`src/rtl/sc_pkg.sv`:
```
// sc_pkg -- shared definitions for the stochastic bitstream decoder.
//   sc_state_t    : conversion FSM encoding (IDLE / COUNT / DONE)
//   SC_RES_EXTRA  : extra result bits beyond WIDTH. One bit holds the
//                   full count 2^WIDTH and one more bit is the sign in
//                   the bipolar build.
package sc_pkg;

   typedef enum logic [1:0] {
      ST_IDLE  = 2'd0,
      ST_COUNT = 2'd1,
      ST_DONE  = 2'd2
   } sc_state_t;

   localparam int SC_RES_EXTRA = 2;

endpackage : sc_pkg

```
`src/rtl/sc_ones_counter.sv`:
```
// sc_ones_counter -- ones and sample accumulation for one conversion window.
// Ports:
//   clk, rst        clock, asynchronous active-high reset
//   i_clr           synchronous clear of both counters (new window)
//   i_acc           accept the current sample this cycle
//   i_bit           sample value
//   o_ones          ones seen so far in the window (WIDTH+1 bits)
//   o_samples       samples accepted so far in the window (WIDTH+1 bits)
//   o_last          the sample accepted this cycle is number 2^WIDTH
module sc_ones_counter #(
   parameter int WIDTH = 8
) (
   input  logic             clk,
   input  logic             rst,
   input  logic             i_clr,
   input  logic             i_acc,
   input  logic             i_bit,
   output logic [WIDTH:0]   o_ones,
   output logic [WIDTH:0]   o_samples,
   output logic             o_last
);

   // Sample count before the final sample is accepted: 2^WIDTH - 1.
   localparam logic [WIDTH:0] LP_LAST = {1'b0, {WIDTH{1'b1}}};

   logic [WIDTH:0] r_ones;
   logic [WIDTH:0] r_samples;

   always_ff @(posedge clk or posedge rst) begin
      if (rst) begin
         r_ones    <= '0;
         r_samples <= '0;
      end else if (i_clr) begin
         r_ones    <= '0;
         r_samples <= '0;
      end else if (i_acc) begin
         r_samples <= r_samples + 1'b1;
         r_ones    <= r_ones + {{WIDTH{1'b0}}, i_bit};
      end
   end

   assign o_ones    = r_ones;
   assign o_samples = r_samples;
   assign o_last    = i_acc && (r_samples == LP_LAST);

endmodule : sc_ones_counter

```
`src/rtl/sc_stream_decoder.sv`:
```
// sc_stream_decoder -- converts a stochastic bitstream into a binary
// estimate by counting ones over a window of 2^WIDTH accepted samples.
// Ports:
//   clk, rst   clock, asynchronous active-high reset
//   start      begin a new window (ignored while counting)
//   clear      abort the window in progress, result untouched
//   bit_in     stream sample, qualified by bit_en
//   busy       high in COUNT
//   done       one-cycle pulse when result is updated
//   result     last completed window, WIDTH+2 bits
// Build option: define SC_BIPOLAR_DECODE_EN for result = 2*ones - 2^WIDTH
// (two's complement); otherwise result = ones, zero-extended.
module sc_stream_decoder
   import sc_pkg::*;
#(
   parameter int WIDTH = 8
) (
   input  logic                          clk,
   input  logic                          rst,
   input  logic                          start,
   input  logic                          clear,
   input  logic                          bit_in,
   input  logic                          bit_en,
   output logic                          busy,
   output logic                          done,
   output logic [WIDTH+SC_RES_EXTRA-1:0] result
);

   localparam int RW = WIDTH + SC_RES_EXTRA;

   sc_state_t        r_state;
   sc_state_t        w_state_nxt;
   logic             w_clr_cnt;
   logic             w_load;
   logic             w_acc;
   logic             w_last;
   logic [WIDTH:0]   w_ones;
   logic [WIDTH:0]   w_samples;
   logic [WIDTH:0]   w_ones_fin;
   logic [RW-1:0]    w_res_val;
   logic [RW-1:0]    r_result;

   // A clear on the same cycle blocks acceptance, so a final sample
   // coinciding with clear never completes the window.
   assign w_acc = (r_state == ST_COUNT) && bit_en && !clear;

   sc_ones_counter #(.WIDTH(WIDTH)) u_cnt (
      .clk       (clk),
      .rst       (rst),
      .i_clr     (w_clr_cnt),
      .i_acc     (w_acc),
      .i_bit     (bit_in),
      .o_ones    (w_ones),
      .o_samples (w_samples),
      .o_last    (w_last)
   );

   // Count including the final sample, which lands in the counter on
   // the same edge the result is loaded.
   assign w_ones_fin = w_ones + {{WIDTH{1'b0}}, bit_in};

`ifdef SC_BIPOLAR_DECODE_EN
   localparam logic [RW-1:0] LP_HALF = {2'b01, {WIDTH{1'b0}}};
   assign w_res_val = {w_ones_fin, 1'b0} - LP_HALF;
`else
   assign w_res_val = {1'b0, w_ones_fin};
`endif

   always_ff @(posedge clk or posedge rst) begin
      if (rst) begin
         r_state <= ST_IDLE;
      end else begin
         r_state <= w_state_nxt;
      end
   end

   always_comb begin
      w_state_nxt = r_state;
      w_clr_cnt   = 1'b0;
      w_load      = 1'b0;
      unique case (r_state)
         ST_IDLE: begin
            if (start) begin
               w_state_nxt = ST_COUNT;
               w_clr_cnt   = 1'b1;
            end
         end
         ST_COUNT: begin
            if (clear) begin
               w_state_nxt = ST_IDLE;
            end else if (w_last) begin
               w_state_nxt = ST_DONE;
               w_load      = 1'b1;
            end
         end
         ST_DONE: begin
            if (start) begin
               w_state_nxt = ST_COUNT;
               w_clr_cnt   = 1'b1;
            end else begin
               w_state_nxt = ST_IDLE;
            end
         end
         default: begin
            w_state_nxt = ST_IDLE;
         end
      endcase
   end

   always_ff @(posedge clk or posedge rst) begin
      if (rst) begin
         r_result <= '0;
      end else if (w_load) begin
         r_result <= w_res_val;
      end
   end

   assign busy   = (r_state == ST_COUNT);
   assign done   = (r_state == ST_DONE);
   assign result = r_result;

endmodule : sc_stream_decoder
```
`config.mk`:
```
export PLATFORM = sky130hd
export DESIGN_NAME = sc_stream_decoder
export DESIGN_NICKNAME = d
export VERILOG_FILES = /design/src/rtl/sc_pkg.sv /design/src/rtl/sc_ones_counter.sv /design/src/rtl/sc_stream_decoder.sv
export SDC_FILE = /design/constraint.sdc
export NUM_CORES = 1
export LEC_CHECK = 0
export BUFFER_PORTS_ARGS = -buffer_cell sky130_fd_sc_hd__buf_2
export CORE_MARGIN = 2
export CORE_UTILIZATION = 35
export DETAILED_ROUTE_END_ITERATION = 16
export PLACE_DENSITY = 0.55
export REMOVE_ABC_BUFFERS = 1
export SYNTH_ARGS = -nofsm -noshare
export SYNTH_HDL_FRONTEND = slang
export SYNTH_SLANG_ARGS = --single-unit
export TNS_END_PERCENT = 30
```
`constraint.sdc`:
```
create_clock -name clk -period 2 [get_ports clk]
set_clock_uncertainty 0.05 [all_clocks]
set_input_delay 0.1 -clock clk [delete_from_list [all_inputs] [get_ports clk]]
set_output_delay 0.1 -clock clk [all_outputs]
set_load 0.005 [all_outputs]
```
== Word level (Yosys, flattened, before mapping) ==
Index checks and enable logic that the tools add are counted.
Cells by class
  add/sub/neg operators: 2
  multipliers: 0
  divide/modulo/power cells: 0
  order comparisons: 0
  equal/unequal tests: 5
  shifts and indexed selects: 0
  multiplexer cells: 14
  bitwise operators: 0
  reduce and logical (&&, ||, !) cells: 8
Operator list (count)
  two-way mux 9 bit: 4
  adder 9 x 1 -> 9 bit: 1
  adder 9 x 1 -> 9 bit (second input constant): 1
  equality test 9 x 8 -> 1 bit (second input constant): 1
  two-way mux 1 bit: 6
  two-way mux 2 bit: 3
  case mux 2 bit (3 select lines): 1
  logical AND 1 bit: 3
  inequality test 3 x 2 -> 1 bit (second input constant): 1
  equality test 2 x 1 -> 1 bit (second input constant): 1
  equality test 2 bit (second input constant): 1
  zero test 2 bit: 1
  inequality test 2 bit (second input constant): 1
  AND reduction 2 bit: 1
  nonzero test 2 bit: 1
  OR reduction 2 bit: 1
  zero test 1 bit: 1
Word-level totals
  flip-flop bits (word level): 29
  bits in latches: 0
  bits in writable memories: 0
  ROM bits: 0
  bits of input ports: 6
  output and inout bits: 12
  word-level logic and storage cells: 33
  memories kept: 0

== Logic depth before layout (Yosys ltp) ==
  depth after elaboration: 7
  depth in mapped cells: 8
  gate-level depth less buffers: 6

== By module ==
A second synthesis with hierarchy kept.
Unflattened totals
  cells, all modules: 148
  area, all modules: 1502.7 um2
By module, submodules not included
  sc_ones_counter: times used 1, cells each 90, area an instance 895.9 um2, seq. area each 450.4 um2
  sc_stream_decoder: times used 1, cells each 58, area an instance 606.8 um2, seq. area each 275.3 um2

== Worst setup path after synthesis ==
Ideal clock, no wire load.
  path kind: reg2reg
  start point: register u_cnt.r_samples[0] (netlist: u_cnt.o_samples[0])
  end point: register r_result[0] (netlist: result[0])
  setup time: 0.125 ns
  data arrival time: 1.661 ns
  data required time: 1.825 ns
  path slack: 0.164 ns
  stages on the path, launching flop included: 9
  path buffers: 2
  clock period less this slack: 1.836 ns
  path through: dfrtp_1 ha_1 nand3_1 nor2_1 ha_1 clkbuf_1 and2_4 buf_6 mux2_4
On the way
  cells in the longest elaborated chain, start to end: 5
Ends and longest elaborated chain
  start, declared: RTL line sc_ones_counter.sv:27  | logic [WIDTH:0] r_samples;
  start signal, assigned: RTL line sc_ones_counter.sv:37  | r_samples <= r_samples + 1'b1;
  equality test 9 x 8 -> 1 bit: RTL line sc_ones_counter.sv:44  | assign o_last = i_acc && (r_samples == LP_LAST);
  logical AND 1 bit: RTL line sc_ones_counter.sv:44
  two-way mux 1 bit: RTL line sc_stream_decoder.sv:91  | end else if (w_last) begin
  two-way mux 1 bit: RTL line sc_stream_decoder.sv:89  | if (clear) begin
  two-way mux 1 bit: RTL line sc_stream_decoder.sv:81  | unique case (r_state)
  end signal, assigned: RTL line sc_stream_decoder.sv:114  | r_result <= w_res_val;
  end, declared: RTL line sc_stream_decoder.sv:41  | logic [RW-1:0] r_result;
No other way between the ends.
A chain may end at the register's enable or synchronous reset.

== Worst setup path in the final report ==
  start point: input clear
  end point: register u_cnt.r_samples[7] (netlist: u_cnt.o_samples[7])
On the way
  cells in the longest elaborated chain, start to end: 3
Ends and longest elaborated chain
  start, declared: RTL line sc_stream_decoder.sv:21  | input logic clear,
  zero test 1 bit: RTL line sc_stream_decoder.sv:45  | assign w_acc = (r_state == ST_COUNT) && bit_en && !clear;
  logical AND 1 bit: RTL line sc_stream_decoder.sv:45
  nonzero test 2 bit (no source line)
No other way between the ends.

==> summary.txt <==
Status
  • Run status: finished, final reports clean

Global routing
  • Antenna violations before repair: 0
  • Largest net degree at the start of global routing: 30
  • GRT Total Usage: ~16%
  • Overflow left after global routing: 0
  • Vias in the first global route: 1288
  • First-pass GRT wire length: 5970 microns

Finish
  • Non-Filler Instances: between 200 and 250
  • Most common cell after layout, fill and taps aside: sky130_fd_sc_hd__dfrtp_1
  • Fraction of layout cells with a size suffix above 1: between 10% and 20%
  • Highest-count cells in the layout ignoring fill and taps: 29 x sky130_fd_sc_hd__dfrtp_1, 18 x sky130_fd_sc_hd__nand3_1, 16 x sky130_fd_sc_hd__buf_2
  • Ant. Diodes: 0
  • Layout Nets: 183
  • Synth-to-Final Area Change: 14.7%

STA
  • Min Clock Period, post-route: 1.79 ns
  • Setup TNS Final: 0 ns
  • PnR worst setup slack: 0.206 ns
  • Finish-stage setup viols: 0
  • Final slew viol count: 0
  • Unrepaired setup endpoints after global routing: no
  • Total count of hold-check failures in the final report: 0
  • Final period util: 89.7%
  • Highest achievable clock rate: 557 MHz
  • Tightest Pin Transition: between 0.5 and 0.6 ns
  • Max-Slew Margin vs Limit: 61.8%

Floorplanning
  • Placement Rows: 23
  • Height of the die: between 60 and 70 microns
  • Overall die width: 69.8 microns
  • Core outline area: 4090 sq um
  • Die outline area: 4880 sq um
  • Io pins: 18
  • Initial core utilization: 37.1%

Pwr
  • Ratio of total power to cell area: roughly 680 nW/um^2
  • Peak ir drop on the vdd network: 382 uV
  • Leakage power figure: 0.815 nW
  • Power, Total: 1.19 mW

Worst setup path
  • Critical Path End Type: flop
  • Kind of start point of the critical path: input pin
  • R2R depth: 5
  • Maximum fanout encountered on the critical timing path: 27
  • Arrival time reported for the critical path endpoint: 1.96 ns
  • WP data required: ~2.2 ns
  • Kind of critical path: in -> reg

Clock network
  • Buffer levels on the longest clock path: 2
  • Number of H-tree levels: 2
  • Clock sink count: 29
  • Inserted Clock Buffers: 5
  • Post-CTS Setup Bufs: 0
  • Clock tree from TritonCTS: built
  • Reg clk slew, reported paths: 0.06 ns
  • Later-pin clock latency in the skew report: between 0.2 and 0.3 ns
  • CTS Root Cell: sky130_fd_sc_hd__clkbuf_8

Synthesis
  • Most frequently used flop master after synthesis: sky130_fd_sc_hd__dfrtp_1
  • Instance count of the mapped netlist: about 150
  • Synthesized cell area: 1520 sq um
  • Yosys synthesis warning count: 0
  • Share of flip-flops with an asynchronous set or reset after synthesis: 100%
  • FF+latch count, synth: 29
  • Number of flops mapped to enable cells by yosys: 0
  • Post-Syn Area per Cell: 9.98 sq um
  • Share of the yosys chip area belonging to registers: 47.9%
  • Distinct cell type count after synthesis: 39

Routing
  • Number of vias in the routed layout: ~1300
  • Residual DRC: 0
  • Routed wire length per instance: 14.9 microns
  • Routed Wire Length: between 3000 and 4000 microns
  • Via/cell ratio: 5.63
  • DRT Pass-1 Iters: 4
  • Initial DRC count: just over 90
  • Count of nets left with antenna violations after detail routing: 0

Placed design
  • Routability congestion estimate: 0.841
  • Pre-CTS setup slack: 0.246 ns
  • HPWL Detailed: 2270 microns
  • Number of cells in the design after placement: around 210
  • Quantity of I/O buffers inserted on ports: 16

Job
  • Max-capacitance violation count: 0

Worst hold path
  • Hold Crit Depth: 4
  • Min-Delay Path Class: in -> reg
==> where the power goes <==
group          switching (mW)  internal, mW
combinational          0.0672        0.0398
clock                   0.220         0.240
sequential             0.0164         0.602
==> final timing paths <==
path,endpoint,slack (ns),start
max,u_cnt.o_samples[7],0.21,clear
min,u_cnt.o_ones[0],0.12,bit_in
max reg2reg,u_cnt.o_ones[8],0.24,u_cnt.o_ones[0]
min reg2reg,u_cnt.o_samples[6],0.43,u_cnt.o_samples[6]
max in group asynchronous,u_cnt.o_ones[3],1.23,rst
min in group asynchronous,result[8],0.39,rst
==> synth_stat cells (all sizes together) (2+ instances only) <==
| cell | instances | area [sq um] |
|---|---|---|
| o41ai | 2 | 17.5 |
| ha | 4 | 50.1 |
| xnor2 | 2 | 17.5 |
| nor3 | 2 | 10.0 |
| or3 | 6 | 37.5 |
| a21oi | 14 | 70.1 |
| nor2 | 2 | 7.51 |
| o211ai | 3 | 22.5 |
| mux2i | 3 | 30.0 |
| o31ai | 2 | 15.0 |
| nand3 | 18 | 90.1 |
| inv | 4 | 15.0 |
| o21ai | 10 | 50.1 |
| or4 | 5 | 37.5 |
| buf | 6 | 51.3 |
| a21o | 2 | 15.0 |
| nand4 | 4 | 25.0 |
| mux2 | 2 | 26.3 |
| clkbuf | 4 | 16.3 |
| nand2 | 11 | 41.3 |
| dfrtp | 29 | 726 |
| a31oi | 4 | 25.0 |
==> metrics by stage <==
stage                     hold WS [ns]  util (%)  instance area, sq um
after detailed placement         0.150      40.0                  1640
after global routing             0.174      42.6                  1740
final                            0.120      42.6                  1740
after CTS                        0.115      42.6                  1740
after global placement           0.142      40.0                  1640
after floorplan                  0.128         -                  1450
==> sequential cells by signal, summed over array words and instances (netlist names) <==
name	count
result	9
u_cnt.o_ones	9
u_cnt.o_samples	9
r_state	2
==> area by class of cell <==
| class | instances | area, sq um |
|---|---|---|
| fill | 419 | 2350 |
| sequential | 29 | 726 |
| multi-input combinational | 109 | 708 |
| timing repair buffer | 24 | 145 |
| clock buffer | 6 | 72.6 |
| tap | 50 | 62.6 |
| inverter | 4 | 15.0 |
| clock inverter | 2 | 10.0 |
==> layer usage <==
metal  vias up  share of wire, %  track usage [%]
li1        605                 -                -
met1       623                49             20.0
met2        25                45             23.2
met3         8               4.0             5.23
met4         0               1.8             7.69
met5         -                 0                0
==> logic make-up (layout without fill, tap and decap cells) <==
group	Yosys count	count (layout)	synth area share (%)
and+or+nand+nor	56	56	21.9
AOI/OAI and AO/OA	40	40	15.8
DFF	29	29	47.9
buffers and inverters	14	36	5.44
muxes	5	5	3.71
adders and majority gates	4	4	3.30
xor gates and xnor gates	3	3	1.73
other	1	1	0.247
==> repair_timing <==
action	CTS	global route
resized for setup	0	0
hold endpoints to repair	30	0
hold buffers	2	0
==> critical path, stage by stage <==
cell                            delay, ns
sky130_fd_sc_hd__dlygate4sd3_1       0.53
sky130_fd_sc_hd__buf_2               0.13
sky130_fd_sc_hd__nand4bb_4           0.45
sky130_fd_sc_hd__or4_1               0.60
sky130_fd_sc_hd__a21oi_1             0.15
(Power assumes the default switching activity.)
